`src/rtl/aes_ctrl_pkg.sv`:
```
// -----------------------------------------------------------------------------
// aes_ctrl_pkg
//   Shared definitions for the iterative AES round sequencer: the controller
//   state encoding and the round counts / data width of the supported key
//   sizes.
// -----------------------------------------------------------------------------
package aes_ctrl_pkg;

  // Controller states: waiting for a block, iterating rounds, holding the
  // ciphertext until the consumer takes it.
  typedef enum logic [1:0] {
    IDLE  = 2'd0,
    ROUND = 2'd1,
    DONE  = 2'd2
  } state_e;

  localparam int NR_AES128 = 10;
  localparam int NR_AES256 = 14;
  localparam int DW        = 128;

endpackage : aes_ctrl_pkg

```
`src/rtl/aes_round_sched.sv`:
```
// -----------------------------------------------------------------------------
// aes_round_sched
//   Iterative AES encryption sequencer. One external combinational round core
//   (sub_bytes -> shift_rows -> mix_columns -> key XOR) is time-shared across
//   all NR rounds. The sequencer does the initial key whitening (pt ^ k0)
//   itself, walks the round-key index through the external key store and
//   presents the finished block on a valid/ready output.
//
//   A block accepted on edge E0 runs NR ROUND cycles; out_valid rises after
//   edge E0+NR. If a new block is offered while the consumer takes the
//   current one, both handshakes complete on the same edge, giving one block
//   per NR+1 cycles.
//
// Ports
//   clk          system clock, rising edge
//   asy_reset    asynchronous active-low reset
//   flush        synchronous abort back to IDLE, overrides every handshake
//   in_valid     plaintext block offered
//   in_ready     block can be accepted this cycle
//   pt           plaintext, sampled on the accept edge only
//   rk_idx       round-key index to the key store
//   rk           round key for rk_idx (combinational, same cycle)
//   round_in     state fed to the round core
//   final_round  tells the round core to bypass mix_columns
//   round_out    combinational round-core result for round_in/rk
//   out_valid    ciphertext available
//   out_ready    consumer takes the ciphertext
//   ct           ciphertext
//   busy         high while rounds are being computed
//
//   The round counter must be able to hold NR, i.e. 2**CW > NR.
// -----------------------------------------------------------------------------
module aes_round_sched #(
  parameter int NR = aes_ctrl_pkg::NR_AES128,
  parameter int DW = aes_ctrl_pkg::DW,
  parameter int CW = 4
) (
  input  logic          clk,
  input  logic          asy_reset,
  input  logic          flush,
  input  logic          in_valid,
  output logic          in_ready,
  input  logic [DW-1:0] pt,
  output logic [CW-1:0] rk_idx,
  input  logic [DW-1:0] rk,
  output logic [DW-1:0] round_in,
  output logic          final_round,
  input  logic [DW-1:0] round_out,
  output logic          out_valid,
  input  logic          out_ready,
  output logic [DW-1:0] ct,
  output logic          busy
);

  import aes_ctrl_pkg::state_e;
  import aes_ctrl_pkg::IDLE;
  import aes_ctrl_pkg::ROUND;
  import aes_ctrl_pkg::DONE;

  localparam logic [CW-1:0] LAST_RND = CW'(NR);

  state_e        state_q,     state_d;
  logic [DW-1:0] state_reg_q, state_reg_d;
  logic [CW-1:0] rnd_cnt_q,   rnd_cnt_d;
  logic          accept;

  // A new block is taken from IDLE, or from DONE on the very edge the
  // consumer takes the previous ciphertext. flush blocks any accept.
  assign in_ready = !flush && ((state_q == IDLE) || ((state_q == DONE) && out_ready));
  assign accept   = in_valid && in_ready;

  // ---------------------------------------------------------------------------
  // Next-state logic
  // ---------------------------------------------------------------------------
  always_comb begin
    // NOTE: every signal driven here gets a default first, so no path through
    // the case statement can leave one unassigned and infer a latch.
    state_d     = state_q;
    state_reg_d = state_reg_q;
    rnd_cnt_d   = rnd_cnt_q;

    if (flush) begin
      state_d     = IDLE;
      state_reg_d = '0;
      rnd_cnt_d   = '0;
    end else begin
      unique case (state_q)
        IDLE: begin
          if (accept) begin
            // rk_idx is 0 here, so rk is the whitening key k0.
            state_reg_d = pt ^ rk;
            rnd_cnt_d   = CW'(1);
            state_d     = ROUND;
          end
        end

        ROUND: begin
          state_reg_d = round_out;
          if (rnd_cnt_q == LAST_RND) begin
            // Counter parks at NR in DONE and never wraps.
            state_d = DONE;
          end else begin
            rnd_cnt_d = rnd_cnt_q + CW'(1);
          end
        end

        DONE: begin
          if (out_ready) begin
            if (accept) begin
              // Output handshake and new accept on the same edge: whiten the
              // next block and go straight back to the rounds.
              state_reg_d = pt ^ rk;
              rnd_cnt_d   = CW'(1);
              state_d     = ROUND;
            end else begin
              rnd_cnt_d = '0;
              state_d   = IDLE;
            end
          end
        end

        default: begin
          state_d     = IDLE;
          state_reg_d = '0;
          rnd_cnt_d   = '0;
        end
      endcase
    end
  end

  // ---------------------------------------------------------------------------
  // State registers
  // ---------------------------------------------------------------------------
  // NOTE: the data register is reset along with the control state so that a
  // block lost to reset never leaks its partial state onto round_in or ct.
  always_ff @(posedge clk or negedge asy_reset) begin
    if (!asy_reset) begin
      state_q     <= IDLE;
      state_reg_q <= '0;
      rnd_cnt_q   <= '0;
    end else begin
      // NOTE: sequential state uses non-blocking assignments so every register
      // samples pre-edge values regardless of statement order.
      state_q     <= state_d;
      state_reg_q <= state_reg_d;
      rnd_cnt_q   <= rnd_cnt_d;
    end
  end

  // ---------------------------------------------------------------------------
  // Outputs, decoded from registered state only
  // ---------------------------------------------------------------------------
  assign busy        = (state_q == ROUND);
  assign out_valid   = (state_q == DONE);
  assign rk_idx      = busy ? rnd_cnt_q : '0;
  assign final_round = busy && (rnd_cnt_q == LAST_RND);
  assign round_in    = state_reg_q;
  assign ct          = state_reg_q;

endmodule : aes_round_sched

```
`config.mk`:
```
export PLATFORM = sky130hd
export DESIGN_NAME = aes_round_sched
export DESIGN_NICKNAME = d
export VERILOG_FILES = /design/src/rtl/aes_ctrl_pkg.sv /design/src/rtl/aes_round_sched.sv
export SDC_FILE = /design/constraint.sdc
export NUM_CORES = 1
export LEC_CHECK = 0
export ABC_AREA = 1
export CORE_AREA = 5 5 251 253
export CTS_BUF_LIST = sky130_fd_sc_hd__clkbuf_4
export DETAILED_ROUTE_END_ITERATION = 7
export DIE_AREA = 0 0 256 258
export GPL_TIMING_DRIVEN = 0
export HOLD_SLACK_MARGIN = 0.12
export PLACE_DENSITY = 0.41
export SLEW_MARGIN = 20
export SYNTH_ARGS = -nofsm -noshare
export SYNTH_HDL_FRONTEND = slang
export SYNTH_SLANG_ARGS = --single-unit
export TNS_END_PERCENT = 20
```
`constraint.sdc`:
```
create_clock -name clk -period 3.45 [get_ports clk]
set_input_delay 0.345 -clock clk [delete_from_list [all_inputs] [get_ports clk]]
set_output_delay 0.345 -clock clk [all_outputs]
set_load 0.05 [all_outputs]
```
# --- Word level (Yosys, flattened, before mapping) ---
# Cells that the tools add are included.
classes:
  n_mux: 17
  n_bitwise: 1
  n_addsub: 1
  eq_ne: 7
  n_reduce_logical: 9
op_table:
  columns: ["operator", "n"]
  rows:
  - ["128-bit 2-to-1 mux", 3]
  - ["128-bit case mux with 3 select lines", 1]
  - ["128-bit bitwise XOR", 1]
  - ["4-bit 2-to-1 mux", 5]
  - ["4-bit case mux with 3 select lines", 1]
  - ["2-bit 2-to-1 mux", 4]
  - ["3-bit by 2-bit != test with 1-bit output, second input constant", 2]
  - ["3-bit != test, second input constant", 2]
  - ["2-bit case mux with 3 select lines", 1]
  - ["3-bit AND reduction", 2]
  - ["4-bit by 1-bit adder with 4-bit output, second input constant", 1]
  - ["4-bit equality test, second input constant", 1]
  - ["1-bit logical AND", 4]
  - ["2-bit by 1-bit equality test with 1-bit output, second input constant", 1]
  - ["2-bit equality test, second input constant", 1]
  - ["2-bit zero test", 1]
  - ["1-bit 2-to-1 mux", 2]
  - ["1-bit zero test", 1]
  - ["1-bit logical OR", 1]
word_totals:
  word_cells: 38
  register_bits: 134
  output_inout_bits: 264
  input_bits: 389

# --- Depth between registers and ports, before layout ---
# Gate-level depths: netlist of the first run.
logic_depth:
  depth_word: 9
  ltp_mapped: 9
  ltp_nobuf: 9

# --- Worst setup path before layout of the first run ---
# OpenSTA, ideal clock, no wires.
synth_path:
  path_type: "reg2out"
  from: "register rnd_cnt_q[0]"
  to: "output final_round"
  t_arrival_ns: 1.769
  stages_incl_launch_ff: 5
  n_path_buf: 0
  path_slack_ns: 1.336
  required_ns: 3.105
  path_cell_list: "dfrtp_1 -> inv_1 -> ha_1 -> nand2_1 -> nor3_1"
synth_via:
  elab_chain_cells: 2
synth_rtl:
  columns: ["element", "line_no", "text"]
  rows:
  - ["from (decl)", "aes_round_sched.sv:64", "logic [CW-1:0] rnd_cnt_q, rnd_cnt_d;"]
  - ["from (signal assigned)", "aes_round_sched.sv:146", "rnd_cnt_q <= rnd_cnt_d;"]
  - ["4-bit equality test", "aes_round_sched.sv:156", "assign final_round = busy && (rnd_cnt_q == LAST_RND);"]
  - ["1-bit logical AND", "aes_round_sched.sv:156", null]
  - ["to (decl)", "aes_round_sched.sv:47", "output logic final_round,"]
# Every way passes these cells.

# --- Worst setup path in the final report of the first run ---
layout_path:
  from: "register state_q[0]"
  to: "output busy"
layout_via:
  elab_chain_cells: 1
layout_rtl:
  columns: ["element", "line_no", "text"]
  rows:
  - ["from (decl)", "aes_round_sched.sv:62", "state_e state_q, state_d;"]
  - ["from (signal assigned)", "aes_round_sched.sv:144", "state_q <= state_d;"]
  - ["2-bit by 1-bit equality test with 1-bit output", "aes_round_sched.sv:153", "assign busy = (state_q == ROUND);"]
  - ["to (decl)", "aes_round_sched.sv:52", "output logic busy"]
# Every way passes these cells.

==> metrics.csv, run 1 <==
metric;value;unit
status;completed;
share of Yosys cell area claimed by the top area cell type;0.3800;
placement-stage worst setup slack;124.4;ps
post-synthesis net count;1669;
top-level port count;653;
fraction of registers with async set/reset;1.000;
maximum fanout along the worst path;10;
Worst setup SP type;flop;
Antenna Nets Post-Route;0;
start-to-end type of the worst setup path;flop to output pin;
clock buffer count from CTS;17;
total number of yosys warnings;0;
GRT overflow;0;
fin crit share;0.9012;
post-detailed-routing wire length;50920;um
detailed router's first-iteration violation count;445;
cell accounting for the most synthesized area;dfrtp_1;
adder and majority gate portion of the synthesized area;0.002836;
count of flip-flops with a built-in enable after synthesis;0;
clock sink total;134;
Root Buffer Master;clkbuf_4;
GRT Resource Usage Total;0.1499;
die extent in y;258;um
Final Wtd Congestion;0.8073;
clock insertion delay at the later pin of the skew report;710;ps
Slew headroom;0.3118;
clock buffer depth;2;
site row count;91;
HPWL after detailed placement;41490;um
starting density of the core;0.1451;
biggest area contributors in the synthesized netlist;dfrtp_1, nand2_1, buf_4, nor2_1, o21ai_0;
antenna violations before repair;6;
flip-flop and latch count after synthesis;134;
H-tree levels;4;
syn avg cell area;6.905;um2
simple-gate share of the synthesized area;0.3553;
die area;66050;um2
CTS tree;yes;
number of pins with negative max-slew slack in the final report;0;
element type at the critical path end;output pin;
number of I/O port buffers;652;
most frequent cell after synthesis;nand2_1;
clock-pin slew on the worst setup and hold paths;150;ps
Final setup violation count;0;
number of search-and-repair iterations in the first detailed-routing pass;4;
post-synthesis to final-layout area growth;92.71;%
required arrival time at the worst endpoint;3110;ps
Post-Synth XOR/XNOR Area;0.03672;
detail-routed net length per standard cell;18.19;um
fraction of the mapped netlist area in compound gates;0.07217;
number of distinct library cell variants in the gate-level netlist after synthesis;25;
largest net degree at the start of global routing;63;
number of nets in the finished design;2381;
proportion of layout cells with a drive suffix above 1;0.1218;
clock skew after layout;28.70;ps
most frequent cells after synthesis;nand2_1, buf_4, dfrtp_1;
Synth Flop Type;dfrtp_1;
Netlist Area Pre-Place;8825;um2
wire length of the first global-routing pass;73990;um
class of the tightest hold or removal check;primary input to flop;
max capacitance violation total;0;
Slew @ Worst Pin;1032;ps
routed via count;10540;
sequential cell area fraction in the yosys report;0.3800;
post-layout minimum cycle time;3109;ps
pwr/cell area;433.2;nW/um2
Post-Synthesis Cells;1278;
dominant combinational cell family by area after synthesis;simple AND/OR/NAND/NOR gates;
Final Hold Vio Count;0;
vias in the first global route;11030;
final critical-path setup slack;340.8;ps
count of unresolved DRC violations after routing;0;
per-cell via count in the routed design;3.766;
die width;256;um
overall power consumption;7.368;mW
post-CTS setup-driven buffer insertion count;0;
leakage dissipation;7.454;nW
RSZ-0062 raised after global routing;no;
area of the core;60800;um2
highest clock frequency the design can meet;321.6;MHz
VDD IR-drop max;211.8;uV
data arrival time of the worst path;2760;ps
multiplexer fraction of the synthesized cell area;0;
-- layer usage --
| layer | up-vias | global-route usage | wire length, um | part of all wire |
|---|---|---|---|---|
| met5 | - | 0 | 0 | 0 |
| met1 | 4799 | 0.1747 | 20970 | 0.41 |
| met3 | 36 | 0.04595 | 3301 | 0.065 |
| met2 | 372 | 0.2684 | 25890 | 0.51 |
| met4 | 0 | 0.03913 | 755 | 0.015 |
| li1 | 5333 | - | - | - |
-- power by group --
part | total [mW] | switching (mW) | internal [mW]
logic | 4.33 | 2.62 | 1.71
registers | 2.08 | 0.274 | 1.80
clock network | 0.962 | 0.683 | 0.279
-- path summary, 6_finish.rpt --
kind                                    start      to  slack (ps)  cells past startpoint
max in group asynchronous           asy_reset  ct[86]        2070                      4
min in group asynchronous           asy_reset  ct[21]         690                      3
worst max register to register     state_q[0]  ct[14]        1270                      7
worst min register to register         ct[55]  ct[55]         520                      2
worst min-delay path            round_out[23]  ct[23]         290                      5
worst max-delay path               state_q[0]    busy         340                      5
-- cell families after synthesis --
family,after synthesis
buffers and inverters,200
AOI/OAI and AO/OA,118
adders and majority gates,2
and+or+nand+nor,787
DFF,134
xor gates and xnor gates,37
-- critical path, cell delays in order (launching register included) --
cell and delay (ps):
dfrtp_1 390, buf_4 240, nand2_4 120, inv_1 80
buf_2 320, clkdlybuf4s50_1 910
-- area by class of cell --
class	count	area, um2
clock inverter	13	66.31
inverter	14	56.30
multi-input combinational	944	4121
timing repair buffer	693	6964
sequential	134	3353
tap	790	988.4
buffer	186	1299
fill	6737	43790
antenna	6	15.01
clock buffer	19	142.6
-- cells in the final DEF (no fill, tap or decap), drive strengths merged --
cell type,n
clkinv,10
a31oi,37
nand2,569
o21ai,81
clkinvlp,4
buf,176
clkbuf,33
inv,13
ha,2
nand3,52
nand4,3
nor3,1
dlygate4sd3,39
or2,33
dfrtp,134
xnor2,37
diode,6
nor2,129
clkdlybuf4s50,650
-- flip-flops by register name (all words and copies together) (netlist names) --
signal	count
state_q	2
rnd_cnt_q	4
ct	128
-- timing repair --
| action | CTS | global route |
|---|---|---|
| endpoints found under the hold margin | 171 | 0 |
| setup endpoints to repair | 2 | 1 |
| gates resized for setup | 3 | 2 |
| hold buffers | 40 | 0 |
-- stage by stage --
| step | util | std cells | TNS (ps) | area [um2] | hold slack (ps) |
|---|---|---|---|---|---|
| after floorplan | - | 1278 | 0 | 8825 | 49.41 |
| after global placement | 0.2687 | 2720 | -594490 | 16340 | 491.4 |
| after detailed placement | 0.2693 | 2721 | 0 | 16370 | 364.2 |
| after CTS | 0.2795 | 2793 | 0 | 17000 | 125.0 |
| after global routing | 0.2796 | 2796 | 0 | 17000 | 160.8 |
| final | 0.2797 | 2799 | 0 | 17010 | 287.7 |
Note: power is estimated with default switching activity, not from simulation.
==> run 2, diff against run 1 <==
--- a/config.mk
+++ b/config.mk
@@ -6,13 +6,13 @@
 export NUM_CORES = 1
 export LEC_CHECK = 0
 export ABC_AREA = 1
-export CORE_AREA = 5 5 251 253
+export CORE_AREA = 2 2 255 257
 export CTS_BUF_LIST = sky130_fd_sc_hd__clkbuf_4
 export DETAILED_ROUTE_END_ITERATION = 7
-export DIE_AREA = 0 0 256 258
+export DIE_AREA = 0 0 257 259
 export GPL_TIMING_DRIVEN = 0
 export HOLD_SLACK_MARGIN = 0.12
-export PLACE_DENSITY = 0.41
+export PLACE_DENSITY = 0.39
 export SLEW_MARGIN = 20
 export SYNTH_ARGS = -nofsm -noshare
 export SYNTH_HDL_FRONTEND = slang
==> metrics.csv, run 2 (synthesized netlist as in run 1, its figures left out) <==
metric;value;unit
Antenna Nets Post-Route;0;
area of the core;63880;um2
start-to-end type of the worst setup path;flop to output pin;
CTS tree;yes;
max capacitance violation total;0;
per-cell via count in the routed design;3.688;
Final setup violation count;0;
pwr/cell area;455.2;nW/um2
met1 wire length;20360;um
number of nets in the finished design;2383;
vias in the first global route;10760;
HPWL after detailed placement;39890;um
overall power consumption;7.867;mW
status;completed;
GRT Resource Usage Total;0.1462;
number of pins with negative max-slew slack in the final report;0;
detail-routed net length per standard cell;17.33;um
die area;66560;um2
clock skew after layout;20.28;ps
clock buffer count from CTS;17;
element type at the critical path end;output pin;
fin crit share;0.9273;
Root Buffer Master;clkbuf_4;
GRT overflow;0;
post-detailed-routing wire length;49660;um
H-tree levels;4;
max reg flops;128;
most frequent cells in the layout;clkdlybuf4s50_1, nand2_1, buf_4;
leading cell type in the layout, fill and taps excluded;clkdlybuf4s50_1;
post-layout minimum cycle time;3199;ps
proportion of layout cells with a drive suffix above 1;0.1237;
clock sink total;134;
layout filler cell count;6966;
startpoint of the worst setup timing path;state_q[0];
RSZ-0062 raised after global routing;no;
clock buffer depth;2;
number of I/O port buffers;652;
startpoint of the worst-slack reg-to-reg timing path;state_q[0];
required arrival time at the worst endpoint;3110;ps
data arrival time of the worst path;2850;ps
die width;257;um
placement-stage worst setup slack;66.58;ps
worst hold margin;257.9;ps
number of cells traversed by the worst register-to-register path;9;
antenna violations before repair;6;
cell count after placement;2786;
routed via count;10570;
die extent in y;259;um
clock insertion delay at the later pin of the skew report;720;ps
post-route core utilization;0.2705;
highest clock frequency the design can meet;312.6;MHz
flop-to-flop setup slack;1430;ps
count of unresolved DRC violations after routing;0;
site row count;93;
Slew headroom;0.4317;
Final Hold Vio Count;0;
Worst setup SP type;flop;
maximum fanout along the worst path;10;
final critical-path setup slack;250.9;ps
wire length of the first global-routing pass;71480;um
class of the tightest hold or removal check;primary input to flop;
VDD IR-drop max;210.9;uV
Final Wtd Congestion;0.8487;
top-level port count;653;
worst r2r dst;ct[34];
met3 wirelength from detailed routing;3156;um
worst setup path end;busy;
starting density of the core;0.1381;
final cell count without fillers;2865;
detailed router's first-iteration violation count;418;
top layer reached by signal wires;met5;
Slew @ Worst Pin;852.5;ps
largest net degree at the start of global routing;67;
number of search-and-repair iterations in the first detailed-routing pass;6;
clock-pin slew on the worst setup and hold paths;150;ps
wire length on met2;25260;um
post-CTS setup-driven buffer insertion count;0;
post-synthesis to final-layout area growth;95.85;%
leakage dissipation;7.547;nW
==> run 2: worst min path at each step <==
stage                     slack, ps      end  depth (start not counted)           from
final                           260   ct[74]                          5  round_out[74]
after global placement          480   ct[25]                          2         ct[25]
after floorplan                  50    ct[0]                          0      asy_reset
after CTS                       120   ct[61]                          5  round_out[61]
after global routing            180   ct[58]                          5  round_out[58]
after detailed placement        360  ct[102]                          1      asy_reset
==> run 2: worst max-delay path: stages, from the launching register on <==
cell and delay (ps):
dfrtp_1 380, buf_4 260, nand2_4 140, inv_1 80
buf_2 340, clkdlybuf4s50_1 910
==> run 2: where the power goes <==
group | switching [mW] | internal, mW
combinational | 2.61 | 1.72
clock | 0.728 | 0.733
sequential | 0.277 | 1.80
total | 3.62 | 4.25
==> run 2: repair_timing <==
| action | CTS | global route |
|---|---|---|
| endpoints found under the setup margin | 2 | 1 |
| endpoints found under the hold margin | 173 | 0 |
| gates resized for setup | 1 | 2 |
| gates cloned | 0 | 0 |
| hold buffers | 42 | 0 |
==> run 2: per-layer routing <==
layer  up-vias  global-route usage
met2       378              0.2609
met5         -                   0
met1      4829              0.1695
met3        35             0.04023
met4         4             0.04474
li1       5321                   -
==> run 2: cell type report <==
type	count	area, um2	area share
tap	855	1070	0.06190
timing repair buffer	695	6999	0.4050
multi-input combinational	944	4121	0.2385
buffer	186	1299	0.07515
sequential	134	3353	0.1940
antenna	5	12.51	0.0007240
inverter	14	56.30	0.003258
clock buffer	19	142.6	0.008253
clock inverter	13	229.0	0.01325
==> run 2: stage by stage <==
stage	TNS, ps	area, um2
finish	0	17280
global route	0	17280
CTS	-230.5	17260
detailed placement	0	16450
global placement	-578680	16420
floorplan	0	8825
==> run 3, diff against run 2 <==
--- a/config.mk
+++ b/config.mk
@@ -6,13 +6,13 @@
 export NUM_CORES = 1
 export LEC_CHECK = 0
 export ABC_AREA = 1
-export CORE_AREA = 2 2 255 257
+export CORE_AREA = 5 5 251 253
 export CTS_BUF_LIST = sky130_fd_sc_hd__clkbuf_4
 export DETAILED_ROUTE_END_ITERATION = 7
-export DIE_AREA = 0 0 257 259
+export DIE_AREA = 0 0 256 258
 export GPL_TIMING_DRIVEN = 0
 export HOLD_SLACK_MARGIN = 0.12
-export PLACE_DENSITY = 0.39
+export PLACE_DENSITY = 0.41
 export SLEW_MARGIN = 20
 export SYNTH_ARGS = -nofsm -noshare
 export SYNTH_HDL_FRONTEND = slang
==> results of run 3 <==
Same layout as run 1: the final DEF is identical, and so are final timing and power.
